`config.mk`:
```
export PLATFORM = sky130hd
export DESIGN_NAME = fir_sym_mac_sched
export DESIGN_NICKNAME = d
export VERILOG_FILES = /design/src/rtl/fir_sym_mac_sched.sv
export SDC_FILE = /design/constraint.sdc
export NUM_CORES = 1
export LEC_CHECK = 0
export ABC_AREA = 1
export CORE_ASPECT_RATIO = 2
export CORE_MARGIN = 2
export CORE_UTILIZATION = 23
export DETAILED_ROUTE_END_ITERATION = 8
export PLACE_DENSITY = 0.43
export SYNTH_ARGS = -nofsm -noshare
export SYNTH_HDL_FRONTEND = slang
export SYNTH_SLANG_ARGS = --single-unit
```
`constraint.sdc`:
```
create_clock -name clk -period 12.2 [get_ports clk]
set_clock_uncertainty 0.2 [all_clocks]
set_input_delay 1.83 -clock clk [delete_from_list [all_inputs] [get_ports clk]]
set_output_delay 1.83 -clock clk [all_outputs]
set_load 0.02 [all_outputs]
```
`src/rtl/fir_sym_mac_sched.sv`:
```
// Time-shared symmetric FIR: one pre-adder/multiplier/accumulator walks the tap pairs per sample.
// Latency TAPS/2+2 cycles from accept to out_valid; in_ready low while busy, offered samples then dropped and flagged in overrun.
// Optional writable coefficient file when FIR_SCHED_COEF_LOAD_EN is defined (ports coef_we/coef_addr/coef_wdata).
module fir_sym_mac_sched #(
    parameter int TAPS = 20,
    parameter int DW   = 12,
    parameter int CW   = 13,
    parameter int AW   = 30
) (
    input  logic          clk,
    input  logic          rst_n,
    input  logic          in_valid,
    output logic          in_ready,
    input  logic [DW-1:0] data_in,
    output logic          out_valid,
    output logic [AW-2:0] data_out,
    output logic          busy,
    output logic          overrun
`ifdef FIR_SCHED_COEF_LOAD_EN
    ,
    input  logic          coef_we,
    input  logic [3:0]    coef_addr,
    input  logic [CW-1:0] coef_wdata
`endif
);

    localparam int NP  = TAPS / 2;
    localparam int PW  = $clog2(TAPS);
    localparam int KW  = (NP > 1) ? $clog2(NP) : 1;
    localparam int PRW = DW + 1 + CW;

    localparam logic [PW:0]   TAPS_X   = (PW+1)'(TAPS);
    localparam logic [KW-1:0] K_LAST   = KW'(NP - 1);
    localparam logic [PW-1:0] PTR_LAST = PW'(TAPS - 1);

    localparam logic [1:0] S_IDLE  = 2'd0;
    localparam logic [1:0] S_MAC   = 2'd1;
    localparam logic [1:0] S_DRAIN = 2'd2;
    localparam logic [1:0] S_DONE  = 2'd3;

    function automatic logic [CW-1:0] default_coef(input int k);
        case (k)
            0:       return CW'(1);
            1:       return CW'(11);
            2:       return CW'(63);
            3:       return CW'(213);
            4:       return CW'(541);
            5:       return CW'(1107);
            6:       return CW'(1901);
            7:       return CW'(2807);
            8:       return CW'(3615);
            9:       return CW'(4095);
            default: return '0;
        endcase
    endfunction

    logic [1:0]     r_state;
    logic [DW-1:0]  r_buf [0:TAPS-1];
    logic [PW-1:0]  r_wr;
    logic [PW-1:0]  r_base;
    logic [KW-1:0]  r_k;
    logic [AW-1:0]  r_acc;
    logic [PRW-1:0] r_prod;
    logic [AW-2:0]  r_dout;
    logic           r_ovld;
    logic           r_ovr;

    logic           w_accept;
    logic [PW:0]    w_sum_a;
    logic [PW:0]    w_sum_b;
    logic [PW-1:0]  w_idx_a;
    logic [PW-1:0]  w_idx_b;
    logic [DW-1:0]  w_samp_a;
    logic [DW-1:0]  w_samp_b;
    logic [DW:0]    w_pair;
    logic [CW-1:0]  w_coef;
    logic [PRW-1:0] w_pair_x;
    logic [PRW-1:0] w_coef_x;
    logic [PRW-1:0] w_prod;
    logic [AW-1:0]  w_prod_x;
    logic           w_unused_lsb;

    assign in_ready  = rst_n & (r_state == S_IDLE);
    assign busy      = (r_state != S_IDLE);
    assign w_accept  = in_valid & in_ready;
    assign out_valid = r_ovld;
    assign data_out  = r_dout;
    assign overrun   = r_ovr;

    // Pair indices base-k and base-(TAPS-1-k), both reduced mod TAPS by one conditional subtract.
    assign w_sum_a  = {1'b0, r_base} + TAPS_X - {{(PW+1-KW){1'b0}}, r_k};
    assign w_sum_b  = {1'b0, r_base} + {{(PW+1-KW){1'b0}}, r_k} + (PW+1)'(1);
    assign w_idx_a  = (w_sum_a >= TAPS_X) ? PW'(w_sum_a - TAPS_X) : PW'(w_sum_a);
    assign w_idx_b  = (w_sum_b >= TAPS_X) ? PW'(w_sum_b - TAPS_X) : PW'(w_sum_b);
    assign w_samp_a = r_buf[w_idx_a];
    assign w_samp_b = r_buf[w_idx_b];

    assign w_pair   = {w_samp_a[DW-1], w_samp_a} + {w_samp_b[DW-1], w_samp_b};
    assign w_pair_x = {{CW{w_pair[DW]}}, w_pair};
    assign w_coef_x = {{(DW+1){w_coef[CW-1]}}, w_coef};
    assign w_prod   = w_pair_x * w_coef_x;
    assign w_prod_x = {{(AW-PRW){r_prod[PRW-1]}}, r_prod};
    assign w_unused_lsb = r_acc[0];

`ifdef FIR_SCHED_COEF_LOAD_EN
    logic [CW-1:0] r_coef [0:NP-1];

    always_ff @(posedge clk or negedge rst_n) begin
        if (!rst_n) begin
            for (int i = 0; i < NP; i++) r_coef[i] <= default_coef(i);
        end else if (coef_we && (r_state == S_IDLE) && !w_accept && (int'(coef_addr) < NP)) begin
            r_coef[coef_addr[KW-1:0]] <= coef_wdata;
        end
    end

    assign w_coef = r_coef[r_k];
`else
    assign w_coef = default_coef(int'(r_k));
`endif

    always_ff @(posedge clk or negedge rst_n) begin
        if (!rst_n) begin
            r_state <= S_IDLE;
            for (int i = 0; i < TAPS; i++) r_buf[i] <= '0;
            r_wr    <= '0;
            r_base  <= '0;
            r_k     <= '0;
            r_acc   <= '0;
            r_prod  <= '0;
            r_dout  <= '0;
            r_ovld  <= 1'b0;
            r_ovr   <= 1'b0;
        end else begin
            r_ovld <= 1'b0;
            if (in_valid && !in_ready) r_ovr <= 1'b1;
            case (r_state)
                S_IDLE: begin
                    if (w_accept) begin
                        r_buf[r_wr] <= data_in;
                        r_base      <= r_wr;
                        r_wr        <= (r_wr == PTR_LAST) ? '0 : r_wr + PW'(1);
                        r_acc       <= '0;
                        r_prod      <= '0;
                        r_k         <= '0;
                        r_state     <= S_MAC;
                    end
                end
                S_MAC: begin
                    // Product is registered; the accumulator trails it by one cycle.
                    r_prod <= w_prod;
                    r_acc  <= r_acc + w_prod_x;
                    if (r_k == K_LAST) r_state <= S_DRAIN;
                    else               r_k     <= r_k + KW'(1);
                end
                S_DRAIN: begin
                    r_acc   <= r_acc + w_prod_x;
                    r_state <= S_DONE;
                end
                default: begin
                    r_dout  <= r_acc[AW-1:1];
                    r_ovld  <= 1'b1;
                    r_k     <= '0;
                    r_state <= S_IDLE;
                end
            endcase
        end
    end

endmodule
```
* Word level (Yosys, flattened, before mapping) *
Memories as Yosys holds them, arrays and structs flattened.
Cells that the tools add are included.

word-level totals
  bits in registers = 343
  bits in read-only memories = 192
  input port bits = 15
  output and inout port bits = 33
  memories = 1

memory list
  memory           words  bits a word  read ports  clocked after Yosys merged registers in  write ports  line  source
  (no name shown)  16     12           1           0                                        0            42    case (k)

cells by class
  add/subtract/negate cells = 10
  $mul = 1
  order comparisons = 6
  equality and inequality tests = 7
  muxes and demuxes = 23
  bitwise gates (word level) = 6
  reduce and logical (&&, ||, !) cells = 14

operator list
  cell                                                                number
  bitwise mux 240 bit                                                 1
  binary-select mux 12 bit (select 5 bit)                             2
  demux 12 bit (select 5 bit)                                         1
  2-to-1 mux 12 bit                                                   5
  one-hot mux 30 bit (2 select lines)                                 1
  one-hot mux 26 bit (2 select lines)                                 1
  adder 30 bit                                                        1
  2-to-1 mux 30 bit                                                   1
  multiplier 13 x 13 -> 26 bit                                        1
  2-to-1 mux 26 bit                                                   1
  greater-or-equal comparator 6 bit (second input constant)           3
  NOT 5 -> 6 bit                                                      3
  2-to-1 mux 5 bit                                                    3
  adder 12 x 12 -> 13 bit                                             1
  greater-or-equal comparator 6 x 5 -> 1 bit (second input constant)  2
  one-hot mux 4 bit (3 select lines)                                  1
  subtractor 5 bit (second input constant)                            2
  2-to-1 mux 4 bit                                                    2
  AND reduction 2 bit                                                 4
  adder 5 x 4 -> 6 bit                                                1
  adder 5 x 5 -> 6 bit (second input constant)                        1
  adder 6 x 1 -> 6 bit (second input constant)                        1
  < comparator 6 x 1 -> 1 bit (second input constant)                 1
  != test 2 bit (second input constant)                               3
  19 further kinds                                                    24

* Depth between registers and ports, before layout *
Gate-level depths: netlist (run 1).

  depth after elaboration = 11
  mapped depth = 54
  gate-level depth less buffers = 53

* Worst setup path before layout (run 1) *
Ideal clock, no wire load.

  kind = reg2reg
  start point = register r_k[1]
  end point = register r_prod[21]
  arrival time = 8.477 ns
  slack = 3.406 ns
  cell stages (with the launch flop) = 47
  path buffers = 1
  period minus slack after synthesis = 8.794 ns
  path through = dfrtp_1 > inv_1 > ha_1 > ha_1 > fa_1 > xor2_1 > inv_1 > ha_1 > nand3_1 > nand2_1 > nand3_2 > nand2_4 > nand2_1 > nand2_2 > buf_4 > a21oi_1 > nand4_1 > nand2_1 > (+11 left out) > fa_1 > fa_1 > inv_1 > fa_1 > fa_1 > inv_1 > fa_1 > inv_1 > ha_1 > nand2_1 > nor2_1 > nand2_1 > o21ai_0 > nand2_1 > nand2_1 > nand2_1 > nand3_1 > nand2_1

on the way
  longest elaborated chain between the ends = 11
  elaborated cells on any way between the ends = 21

RTL lines
  what                                                                            line  source
  start, declared                                                                 61    logic [KW-1:0] r_k;
  start signal, assigned                                                          153   else r_k <= r_k + KW'(1);
  adder 5 x 4 -> 6 bit                                                            92    assign w_sum_b = {1'b0, r_base} + {{(PW+1-KW){1'b0}}, r_k} + (PW+1)'(1);
  adder 6 x 1 -> 6 bit                                                            92
  subtractor 5 bit or greater-or-equal comparator 6 x 5 -> 1 bit (tied branches)  94    assign w_idx_b = (w_sum_b >= TAPS_X) ? PW'(w_sum_b - TAPS_X) : PW'(w_sum_b);
  2-to-1 mux 5 bit                                                                94
  NOT 5 -> 6 bit (not written as such)                                            96    assign w_samp_b = r_buf[w_idx_b];
  binary-select mux 12 bit (select 5 bit)                                         96
  2-to-1 mux 12 bit (not written as such) (2 in series)                           96
  adder 12 x 12 -> 13 bit                                                         98    assign w_pair = {w_samp_a[DW-1], w_samp_a} + {w_samp_b[DW-1], w_samp_b};
  multiplier 13 x 13 -> 26 bit *                                                  101   assign w_prod = w_pair_x * w_coef_x;
  one-hot mux 26 bit (2 select lines) *                                           136   case (r_state)
  end signal, assigned                                                            150   r_prod <= w_prod;
  end, declared                                                                   63    logic [PRW-1:0] r_prod;

Every way passes the cells marked *; elsewhere a longest branch is shown, timed or not. The select of a mux whose other input is x is not followed.
A chain may end at the register's enable or synchronous reset.

* Final worst setup path (run 1) *
  start point = register r_k[1]
  end point = register r_prod[23]

Same word-level chain as after synthesis.

==> results.ini, run 1 <==
[route]
via_per_inst=4.61
first_iter_violations=1423
finalWirelength_microns=95800
drtPass1Iterations=5
ant_nets=0
wl_per_cell_microns=18.8
num_vias=23500
drc=0

[synth]
yosys.area.top_type=dfrtp_1
seq_area_frac_synth_pct=32.2
yosysWarnings=0
avgSynthCellArea_sq_um=7.39
synthTopCellsByArea=dfrtp_1 (32%), nand2_1 (13%), fa_1 (11%), o21ai_0 (8.8%), ha_1 (6.3%)
async_flop_share_pct=100
synth_edf_count=0
ys_types=47
netlist_area_sq_um=26700
syn_nets=3907
yosysTopAreaCellShare_pct=32.2
yosys_register_bits=343
synth_cells=3609
ys.flop_type=dfrtp_1

[floorplan]
die_x_microns=245
coreArea_sq_um=115000
dieHeight_microns=486
die_area_sq_um=119000
initial_core_util_pct=23.2
num_rows=176
ios=48

[clock_network]
ctsResizeCount=0
cts-root-buf=clkbuf_16
post_cts_buffers=0
clk_latency_ps=590
clock_path_buffers=3
cts.clk_slew.worst_paths_ps=70
cts_inserted_buffers=39
cts_sinks=343
hold_buffers=0
cts_tree=done
cts-htree-levels=2

[global_route]
grt_use_total_pct=16.2
grt_overflow_total=0
grt_pass1_wl_microns=147000
grt_max_degree=196
grt_pass1_vias=24400
antenna_found_initial=1

[worst_setup_path]
r2r-start=r_k[1]
cpMaxStageDelayCell=o21ai_2
worst_setup_path_end_kind=register
cp_common_cell=inv_1
rr_endpoint=r_prod[23]
rrSetupSlack_ps=1150
crit_arrival_ps=11320
reg2regPathDepth=44
cp_max_fo=22
cpPeakStageDelay_ps=830
start_kind=register
required_ps=12460
crit_type=register to register

[timing]
fin_tns_setup_ps=0
setup_viol=0
fin_crit_sh_pct=90.6
finalHoldViolCount=0
setup_ws_ps=1150
tightest_slew_ps=1150
clock.fmax_mhz=90.5
period_minus_slack_ps=11050
rsz0062_at_grt=no
slew_headroom_pct=23.4
final_max_slew_viol_count=0

[final_layout]
stdcell_area_sq_um=30000
post_route_cells_drive_above_1_share_pct=4.97
final_nets=3852
area_delta_synth_final_pct=12.4

[min_path]
hold-path-cell-count=1
worstHoldStart=overrun
hold_class=register to register
hold_end=overrun

[run_status]
status=completed

[placed_design]
place_ws_ps=1230
place_area_sq_um=28700
place_hpwl_microns=73100
gp_congestion=0.911
portBuffers=47

[job]
drv_cap=0

==> how the worst max path moves through the flow <==
stage,from,endpoint,slack [ps],cells past startpoint
detailed placement,r_k[1],r_prod[23],1230,46
global placement,r_k[1],r_prod[23],1280,46
floorplan,r_k[1],r_prod[21],3410,46
finish,r_k[1],r_prod[23],1150,44
CTS,r_k[1],r_prod[23],1180,46
global route,r_k[1],r_prod[23],550,46
==> metrics by stage <==
step / utilization [%] / hold slack (ps) / std cells
2_1_floorplan: - / 250 / 3609
3_3_place_gp: 24.9 / 266 / 5026
3_5_place_dp: 24.9 / 266 / 5026
4_1_cts: 26.1 / 285 / 5095
5_1_grt: 26.1 / 303 / 5096
6_report: 26.1 / 279 / 5096
==> flip-flops by register name, summed over array words and instances (netlist names) <==
signal and flops:
overrun 1, r_k 4, data_out 29, r_prod 26
r_state 2, r_wr 5, r_buf 240, out_valid 1
r_base 5, r_acc 30
==> worst max-delay path: cells and delay by family (launching register included) <==
| kind | cells | cell delay (ps) |
|---|---|---|
| adder cells (fa/ha/maj) | 12 | 4740 |
| AND/OR/NAND/NOR | 19 | 2930 |
| buffers and inverters | 8 | 1150 |
| AO/OA/AOI/OAI | 4 | 1100 |
| flip-flops | 1 | 490 |
| XOR/XNOR | 1 | 300 |
==> placed cells by master, fill, tap and decap left out, types with 6 or more instances in the layout <==
| cell type | instances |
|---|---|
| clkbuf_16 | 39 |
| nor3_1 | 22 |
| clkbuf_1 | 8 |
| clkdlybuf4s50_1 | 46 |
| inv_1 | 438 |
| nor2_1 | 227 |
| mux2_2 | 28 |
| nand4_1 | 12 |
| clkbuf_8 | 10 |
| o21ai_0 | 467 |
| inv_2 | 6 |
| a22oi_1 | 44 |
| dfrtp_1 | 343 |
| nand3_1 | 173 |
| a21oi_1 | 327 |
| buf_4 | 43 |
| nand3b_1 | 7 |
| xor2_1 | 15 |
| xnor2_1 | 9 |
| fa_1 | 148 |
| nand2_1 | 917 |
| a21o_1 | 10 |
| or2_2 | 6 |
| o21ai_1 | 11 |
| ha_1 | 133 |
| o2111ai_1 | 10 |
| nand2_2 | 7 |
==> Yosys cell counts, drive strengths merged (2+ instances only) <==
library cell / instances
a21boi: 4
a21o: 10
a21oi: 328
a22o: 4
a22oi: 44
a31oi: 7
and3: 2
buf: 59
clkbuf: 129
clkinv: 3
dfrtp: 343
fa: 148
ha: 135
inv: 445
mux2: 28
nand2: 926
nand3: 176
nand3b: 7
nand4: 12
nor2: 235
nor3: 22
o2111ai: 10
o211ai: 2
o21a: 3
o21ai: 481
o21bai: 5
o22ai: 5
o31ai: 4
or2: 6
xnor2: 9
xor2: 15
==> routing by layer <==
metal	track usage, %	part of all wire, %	vias up
met5	0	0	-
met4	9.86	6.7	0
met1	15.2	34	11200
met2	33.0	57	468
met3	1.43	2.4	222
li1	-	-	11600
==> area by class of cell <==
type | count | area [sq um]
Clock inverter | 12 | 175
Antenna cell | 1 | 2.50
Sequential cell | 343 | 8580
Tap cell | 1513 | 1890
Inverter | 448 | 1690
Timing Repair Buffer | 92 | 838
Fill cell | 12900 | 85000
Clock buffer | 57 | 1140
Multi-Input combinational cell | 2630 | 15600
==> kinds of logic (layout without fill, tap and decap cells) <==
logic type	Yosys count	count (layout)	share of synthesized area [%]
multiplexers	28	28	1.18
other	0	1	0
adder cells (fa/ha/maj)	283	283	17.4
flip-flops	343	343	32.2
AO/OA/AOI/OAI	908	908	18.0
XOR/XNOR	24	24	0.788
buffers and inverters	636	609	9.32
AND/OR/NAND/NOR	1387	1387	21.1
Power of run 1 is left out: the tool's default activity adds up to more than one toggle a clock period on the data nets, which glitch-free logic cannot reach.
==> run 2: changes to the inputs <==
- CORE_MARGIN: 2 -> default
==> results.ini, run 2 (synthesis gave the netlist of run 1 again) <==
[clock_network]
cts.clk_slew.worst_paths_ps=60  ; about the same
cts-htree-levels=2  ; unchanged
cts_sinks=343  ; unchanged
clock_path_buffers=3  ; unchanged
post_cts_buffers=0  ; unchanged
cts_inserted_buffers=39  ; unchanged
clk_latency_ps=610  ; +20 ps
hold_buffers=0  ; unchanged
cts_tree=done
ctsResizeCount=0  ; unchanged
cts-root-buf=clkbuf_16

[worst_setup_path]
cpMaxStageDelayCell=o21ai_2
crit_type=register to register
required_ps=12460  ; about the same
crit_arrival_ps=11630  ; +310 ps
rrSetupSlack_ps=830  ; -320 ps
cpPeakStageDelay_ps=720  ; -110 ps
cp_max_fo=12  ; -45%
cp-startpoint=r_k[1]
r2r-start=r_k[1]
cp_common_cell=inv_1
start_kind=register
worst_setup_path_end_kind=register

[global_route]
grt_busiest_layer=met2
met3_usage_pct=1.49  ; +0.057 points
grt_use_total_pct=16.4  ; +0.23 points
grt_overflow_total=0  ; unchanged
antenna_found_initial=0  ; -1
grtUsageMet2_pct=34.0  ; +0.98 points
grt_max_degree=185  ; -5.6%
grt_pass1_wl_microns=147000  ; -0.42%
met1_usage_pct=15.2  ; about the same
grt_pass1_vias=24100  ; -1.2%

[final_layout]
layout_commonest_cell=nand2_1
diodes=0  ; -1
largest_reg_flops=240  ; unchanged
regArea_sq_um=8580  ; unchanged
regMostFlops=r_buf
multiInputGateArea_sq_um=15700  ; about the same
fillCellCount=12800  ; -0.12%
area_delta_synth_final_pct=12.3  ; about the same
layout_common_cells=nand2_1 (917), o21ai_0 (467), inv_1 (438)
post_route_cells_drive_above_1_share_pct=4.92  ; -0.048 points
final_nets=3844  ; -0.21%

[route]
ant_nets=0  ; unchanged
drc=0  ; unchanged
finalWirelength_microns=96500  ; +0.80%
num_vias=23600  ; +0.36%
drtPass1Iterations=7  ; +2
wl_per_cell_microns=19.0  ; +0.94%
via_per_inst=4.63  ; +0.50%
first_iter_violations=1244  ; -13%

[floorplan]
dieHeight_microns=484  ; -0.41%
die_area_sq_um=117000  ; -1.2%
ios=48  ; unchanged
initial_core_util_pct=23.2  ; unchanged
num_rows=176  ; unchanged
coreArea_sq_um=115000  ; unchanged
die_x_microns=243  ; -0.82%

[timing]
setup_viol=0  ; unchanged
slew_headroom_pct=16.2  ; -7.2 points
fin_crit_sh_pct=93.2  ; +2.6 points
tightest_slew_ps=1240  ; +98.3 ps
fin_tns_setup_ps=0  ; unchanged
period_minus_slack_ps=11370  ; +318 ps
rsz0062_at_grt=no
clock.fmax_mhz=87.9  ; -2.8%
final_max_slew_viol_count=0  ; unchanged
finalHoldViolCount=0  ; unchanged

[job]
drv_cap=0  ; unchanged

[min_path]
worstHoldStart=r_buf[47]
hold_class=register to register

[placed_design]
place_hpwl_microns=72900  ; -0.36%
gp_congestion=0.937  ; +2.9%
portBuffers=47  ; unchanged

[run_status]
status=completed

-- run 2: area by class of cell --
cell class,instances,share of cell area (%)
Tap cell,1513,6.32
Inverter,448,5.64
Multi-Input combinational cell,2630,52.3
Sequential cell,343,28.7
Clock inverter,14,0.485
Timing Repair Buffer,84,2.68
Clock buffer,57,3.92
-- run 2: layer usage --
layer | wire length (microns) | up-vias
met5 | 0 | -
met4 | 5950 | 0
met3 | 2320 | 208
met2 | 56000 | 456
met1 | 32300 | 11300
li1 | - | 11600
-- run 2: through the flow --
stage          std cells  setup slack, ps  area (sq um)  hold slack [ps]  util [%]
2_1_floorplan       3609             3410         26700              250         -
3_3_place_gp        5018             1060         28600              267      24.9
3_5_place_dp        5018              962         28600              271      24.9
4_1_cts             5089              911         29900              288      26.0
5_1_grt             5089              213         29900              302      26.0
6_report            5089              830         29900              282      26.0
-- run 2: worst max-delay path: cells and delay by family, from the launching register on --
family | cells | cell delay, ps
xor+xnor | 1 | 270
flops | 1 | 480
compound gates | 3 | 910
fa+ha+maj | 11 | 4440
buf+inv | 8 | 1160
simple gates | 19 | 3710
-- run 2: path summary, 6_finish.rpt --
check	to	depth (start not counted)
max in group asynchronous	r_buf[172]	4
setup reg to reg	r_prod[23]	42
hold reg to reg	r_buf[47]	2
setup / recovery	r_prod[23]	42
hold / removal	r_buf[47]	2
min in group asynchronous	r_acc[12]	1
Power of run 2 is left out for the same reason.
